**src/rtl/uart_tx_arbiter.sv**
```systemverilog
// Two-requester, packet-locked, round-robin byte arbiter in front of a UART transmitter.
// Define UART_TX_ARB_TIMEOUT_EN to release a grant whose owner stalls for TIMEOUT_CYCLES cycles.
//
// state | meaning
// IDLE  | no owner; arbitrate among valid requesters using prio
// GNT0  | requester 0 owns the transmitter until its last byte
// GNT1  | requester 1 owns the transmitter until its last byte
module uart_tx_arbiter #(
    parameter int unsigned TIMEOUT_CYCLES = 100000
) (
    input  logic       clk,
    input  logic       rst,
    input  logic       req0_valid,
    input  logic [7:0] req0_data,
    input  logic       req0_last,
    output logic       req0_ready,
    input  logic       req1_valid,
    input  logic [7:0] req1_data,
    input  logic       req1_last,
    output logic       req1_ready,
    output logic       tx_valid,
    output logic [7:0] tx_data,
    input  logic       tx_ready,
    output logic [1:0] grant,
    output logic       busy,
    output logic       timeout_flag
);

    typedef enum logic [1:0] {
        IDLE = 2'd0,
        GNT0 = 2'd1,
        GNT1 = 2'd2
    } state_t;

    state_t state, state_nxt;
    logic   prio, prio_nxt;
    logic   last_sel;
    logic   xfer;
    logic   timeout_hit;

    if (TIMEOUT_CYCLES < 1) begin : g_bad_timeout
        $error("uart_tx_arbiter: TIMEOUT_CYCLES must be at least 1");
    end

    always_ff @(posedge clk) begin
        if (!rst) begin
            state <= IDLE;
            prio  <= 1'b0;
        end else begin
            state <= state_nxt;
            prio  <= prio_nxt;
        end
    end

    always_comb begin
        grant      = 2'b00;
        tx_valid   = 1'b0;
        tx_data    = 8'h00;
        req0_ready = 1'b0;
        req1_ready = 1'b0;
        last_sel   = 1'b0;
        unique case (state)
            GNT0: begin
                grant      = 2'b01;
                tx_valid   = req0_valid;
                tx_data    = req0_data;
                req0_ready = tx_ready;
                last_sel   = req0_last;
            end
            GNT1: begin
                grant      = 2'b10;
                tx_valid   = req1_valid;
                tx_data    = req1_data;
                req1_ready = tx_ready;
                last_sel   = req1_last;
            end
            default: ;
        endcase
    end

    assign busy = |grant;
    assign xfer = tx_valid & tx_ready;

    always_comb begin
        state_nxt = state;
        prio_nxt  = prio;
        unique case (state)
            IDLE: begin
                if (req0_valid && req1_valid) state_nxt = prio ? GNT1 : GNT0;
                else if (req0_valid)          state_nxt = GNT0;
                else if (req1_valid)          state_nxt = GNT1;
            end
            GNT0, GNT1: begin
                // Both a completed packet and a forced release hand priority to the other side.
                if ((xfer && last_sel) || timeout_hit) begin
                    state_nxt = IDLE;
                    prio_nxt  = (state == GNT0);
                end
            end
            default: state_nxt = IDLE;
        endcase
    end

`ifdef UART_TX_ARB_TIMEOUT_EN
    localparam int CNT_W = $clog2(TIMEOUT_CYCLES + 1);
    localparam logic [CNT_W-1:0] CNT_LAST = CNT_W'(TIMEOUT_CYCLES - 1);

    logic [CNT_W-1:0] stall_cnt;
    logic             timeout_q;

    // Only an owner with valid low counts as stalled; UART back-pressure is not a stall.
    assign timeout_hit = busy && !tx_valid && (stall_cnt == CNT_LAST);

    always_ff @(posedge clk) begin
        if (!rst) begin
            stall_cnt <= '0;
            timeout_q <= 1'b0;
        end else begin
            timeout_q <= timeout_hit;
            if (state == IDLE || xfer || timeout_hit) stall_cnt <= '0;
            else if (!tx_valid)                      stall_cnt <= stall_cnt + 1'b1;
        end
    end

    assign timeout_flag = timeout_q;
`else
    assign timeout_hit  = 1'b0;
    assign timeout_flag = 1'b0;
`endif

endmodule

```
**config.mk**
```make
export PLATFORM = sky130hd
export DESIGN_NAME = uart_tx_arbiter
export DESIGN_NICKNAME = d
export VERILOG_FILES = /design/src/rtl/uart_tx_arbiter.sv
export SDC_FILE = /design/constraint.sdc
export NUM_CORES = 1
export LEC_CHECK = 0
export CAP_MARGIN = 25
export CELL_PAD_IN_SITES_DETAIL_PLACEMENT = 0
export CELL_PAD_IN_SITES_GLOBAL_PLACEMENT = 1
export CORE_UTILIZATION = 18
export CTS_CLUSTER_SIZE = 40
export DETAILED_ROUTE_END_ITERATION = 10
export GPL_ROUTABILITY_DRIVEN = 0
export PLACE_DENSITY = 0.88
export SYNTH_ARGS = -nofsm -noshare
export SYNTH_HDL_FRONTEND = slang
export SYNTH_SLANG_ARGS = --single-unit
```
**constraint.sdc**
```tcl
create_clock -name clk -period 2.1 [get_ports clk]
set_clock_uncertainty 0.2 [all_clocks]
set_input_delay 0.42 -clock clk [delete_from_list [all_inputs] [get_ports clk]]
set_output_delay 0.42 -clock clk [all_outputs]
set_load 0.02 [all_outputs]
```
==> impl_metrics.py <==
metrics = {
    "power_and_ir_drop": {
        "finalPower_mw": 1.232,
        "cellPowerDensity_nw_per_um2": 1345,
        "p_clk_share_pct": 8.2,
        "leakage_nw": 0.4140,
        "p_int_uw": 674.2,
        "power.sequential.fraction_pct": 7.6,
        "p_sw_uw": 557.9,
        "p_sw_share_pct": 45.28,
        "pwr-share-comb_pct": 84.2,
        "irDropWorstVdd_mv": 0.6548,
    },
    "critical_path": {
        "arrival_ns": 1.42,
        "cp_data_required_time_ns": 1.48,
        "criticalPathCategory": "reg -> out",
        "crit_fanout": 3,
        "cp-start-kind": "register",
        "reg2reg_depth": 8,
        "crit_path_end_kind": "output pin",
    },
    "grt": {
        "antenna_found_initial": 0,
        "grt_use_total_pct": 11.91,
        "overflow": 0,
        "grt_max_degree": 10,
        "grt_pass1_vias": 517,
        "grt_pass1_wl_um": 2235,
    },
    "placement": {
        "dp.cells": 127,
        "hpwlAfterDp_um": 1118,
        "io_buffers": 36,
        "placed_cell_area_um2": 888.4,
    },
    "clock_tree": {
        "cts_tree": "built",
        "htreeDepth": 1,
        "cts-root-buf": "clkbuf_4",
        "clk_latency_ns": 0.23,
        "holdBufCountCts": 0,
        "clock-sinks": 3,
        "clk_pin_slew_worst_paths_ns": 0.04,
        "numCtsBuffers": 3,
        "cts.path.max_buffers": 2,
    },
    "die": {
        "core_area_um2": 2022,
        "die_x_um": 48.87,
        "rows": 16,
        "num_io_pins": 38,
        "dieArea_um2": 2388,
        "initial_utilization_pct": 19.55,
        "die_y_um": 48.87,
    },
    "routing": {
        "antenna_left": 0,
        "vias": 575,
        "dr.pass1.iters": 2,
        "wl_per_cell_um": 10.54,
        "route.detailed.drc": 0,
        "wl_um": 1391,
        "detailedRoute.firstIterationViolations": 1,
        "viasPerCell": 4.356,
    },
    "run_status": {
        "status": "finished clean",
    },
    "final_layout": {
        "syn2layout_area_growth_pct": 131.6,
        "final_cell_area_um2": 915.9,
        "diodes": 0,
        "drive_gt1_share_pct": 40.00,
        "final_core_util_pct": 45.30,
        "nets": 134,
        "final_cells": 132,
    },
    "sta": {
        "rsz0062_at_grt": "false",
        "hold_viol": 0,
        "setup_violations": 0,
        "fin_crit_ns": 2.038,
        "slew_viol_final": 0,
        "max_freq_ghz": 0.4906,
        "post-route-period-util_pct": 97.07,
    },
    "synth": {
        "ys_ff_latch": 3,
        "synth_nets": 82,
        "syn_avg_cell_area_um2": 7.322,
        "synth_area_leader_cell": "ha_1",
        "netlist_area_um2": 395.4,
        "synth_edf_count": 0,
        "synth_flop_cell": "dfxtp_1",
        "yosys_warnings": 0,
        "syn_inst": 54,
        "synth-async-reset-ratio_pct": 0,
        "synth_area_leaders": "ha_1, dfxtp_1, a22oi_1",
        "synth_top_area_share_pct": 15.82,
        "synth_cell_types": 20,
        "ys_seq_area_share_pct": 15.19,
    },
    "hold_path": {
        "hold_class": "reg -> reg",
        "hold_depth": 2,
    },
    "flow_run": {
        "cap_violations": 0,
    },
}
[registers in the layout, indices dropped and copies added, names as in the netlist]
name,flops
state,2
prio,1
[final timing paths]
kind	startpoint	to	slack (ns)
setup / recovery	state[0]$_SDFFE_PN0P_	tx_valid	0.06
hold / removal	prio$_SDFFE_PN0P_	prio$_SDFFE_PN0P_	0.32
setup reg to reg	state[0]$_SDFFE_PN0P_	state[1]$_SDFFE_PN0P_	0.33
hold reg to reg	prio$_SDFFE_PN0P_	prio$_SDFFE_PN0P_	0.32
[stage by stage]
stage                     hold WS (ns)  setup WS, ns  TNS, ns
final                           0.3210       0.06153        0
after global placement          0.3074       -0.2963   -2.349
after global routing            0.3888      0.001326        0
after floorplan                 0.2710       0.05062        0
after detailed placement        0.3180       -0.2948   -2.616
after CTS                       0.3266       0.01338        0
[critical path: stages, from the launching register on]
cell and delay [ns]:
dfxtp_2 0.33, inv_1 0.06, buf_4 0.14, ha_4 0.17, a22o_1 0.19, and2_1 0.15, buf_2 0.15
[cell usage in the layout, fill, tap and decap left out, drive strengths merged]
master         count
buf               25
clkdlybuf4s50     22
nor2               8
a22oi              8
clkbuf             6
nand2              5
ha                 5
inv                4
and2               3
mux2i              3
dfxtp              3
a22o               2
o21ai              2
nand4              2
dlygate4sd2        2
nand3              1
a21oi              1
a31o               1
nor2b              1
conb               1
[cell usage after synthesis (2+ instances only)]
cell / count
ha_1: 5
nor2_1: 8
buf_4: 2
nand2_1: 5
dfxtp_1: 3
nand4_1: 2
mux2i_1: 3
a22oi_1: 8
a22o_1: 2
o21ai_1: 2
inv_1: 3
and2_1: 3
[per-layer routing]
layer / part of all wire (%) / track usage, %
met1: 42 / 12.64
met4: 0 / 7.353
met2: 47 / 20.37
met3: 11 / 3.738
met5: 0 / 0
[logic make-up (layout without fill, tap and decap cells)]
| group | after synthesis | in the layout | synth area share, % |
|---|---|---|---|
| adders and majority gates | 5 | 5 | 15.82 |
| AOI/OAI and AO/OA | 14 | 14 | 25.63 |
| buffers and inverters | 8 | 59 | 11.71 |
| and+or+nand+nor | 20 | 20 | 23.10 |
| DFF | 3 | 3 | 15.19 |
| other | 1 | 1 | 0.9485 |
| muxes | 3 | 3 | 7.595 |
[power by group through the flow]
stage	Combinational (mW)	Clock, mW	Sequential [mW]
6_report	1.04	0.101	0.0942
5_1_grt	1.13	0.112	0.0968
4_1_cts	0.959	0.104	0.0955
3_5_place_dp	1.02	0	0.0935
3_3_place_gp	1.00	0	0.0908
2_1_floorplan	0.559	0	0.0945
[cell type report]
class	count	area, um2
Multi-Input combinational cell	43	339.1
Tap cell	27	33.78
Timing Repair Buffer	51	437.9
Sequential cell	3	61.31
Fill cell	191	1106
Clock buffer	4	26.28
Inverter	4	17.52
[repair_timing]
action	CTS	global route
endpoints found under the setup margin	14	11
setup buffers	0	1
gates resized for setup	48	14
No activity file was read; power rests on OpenSTA's default activity.
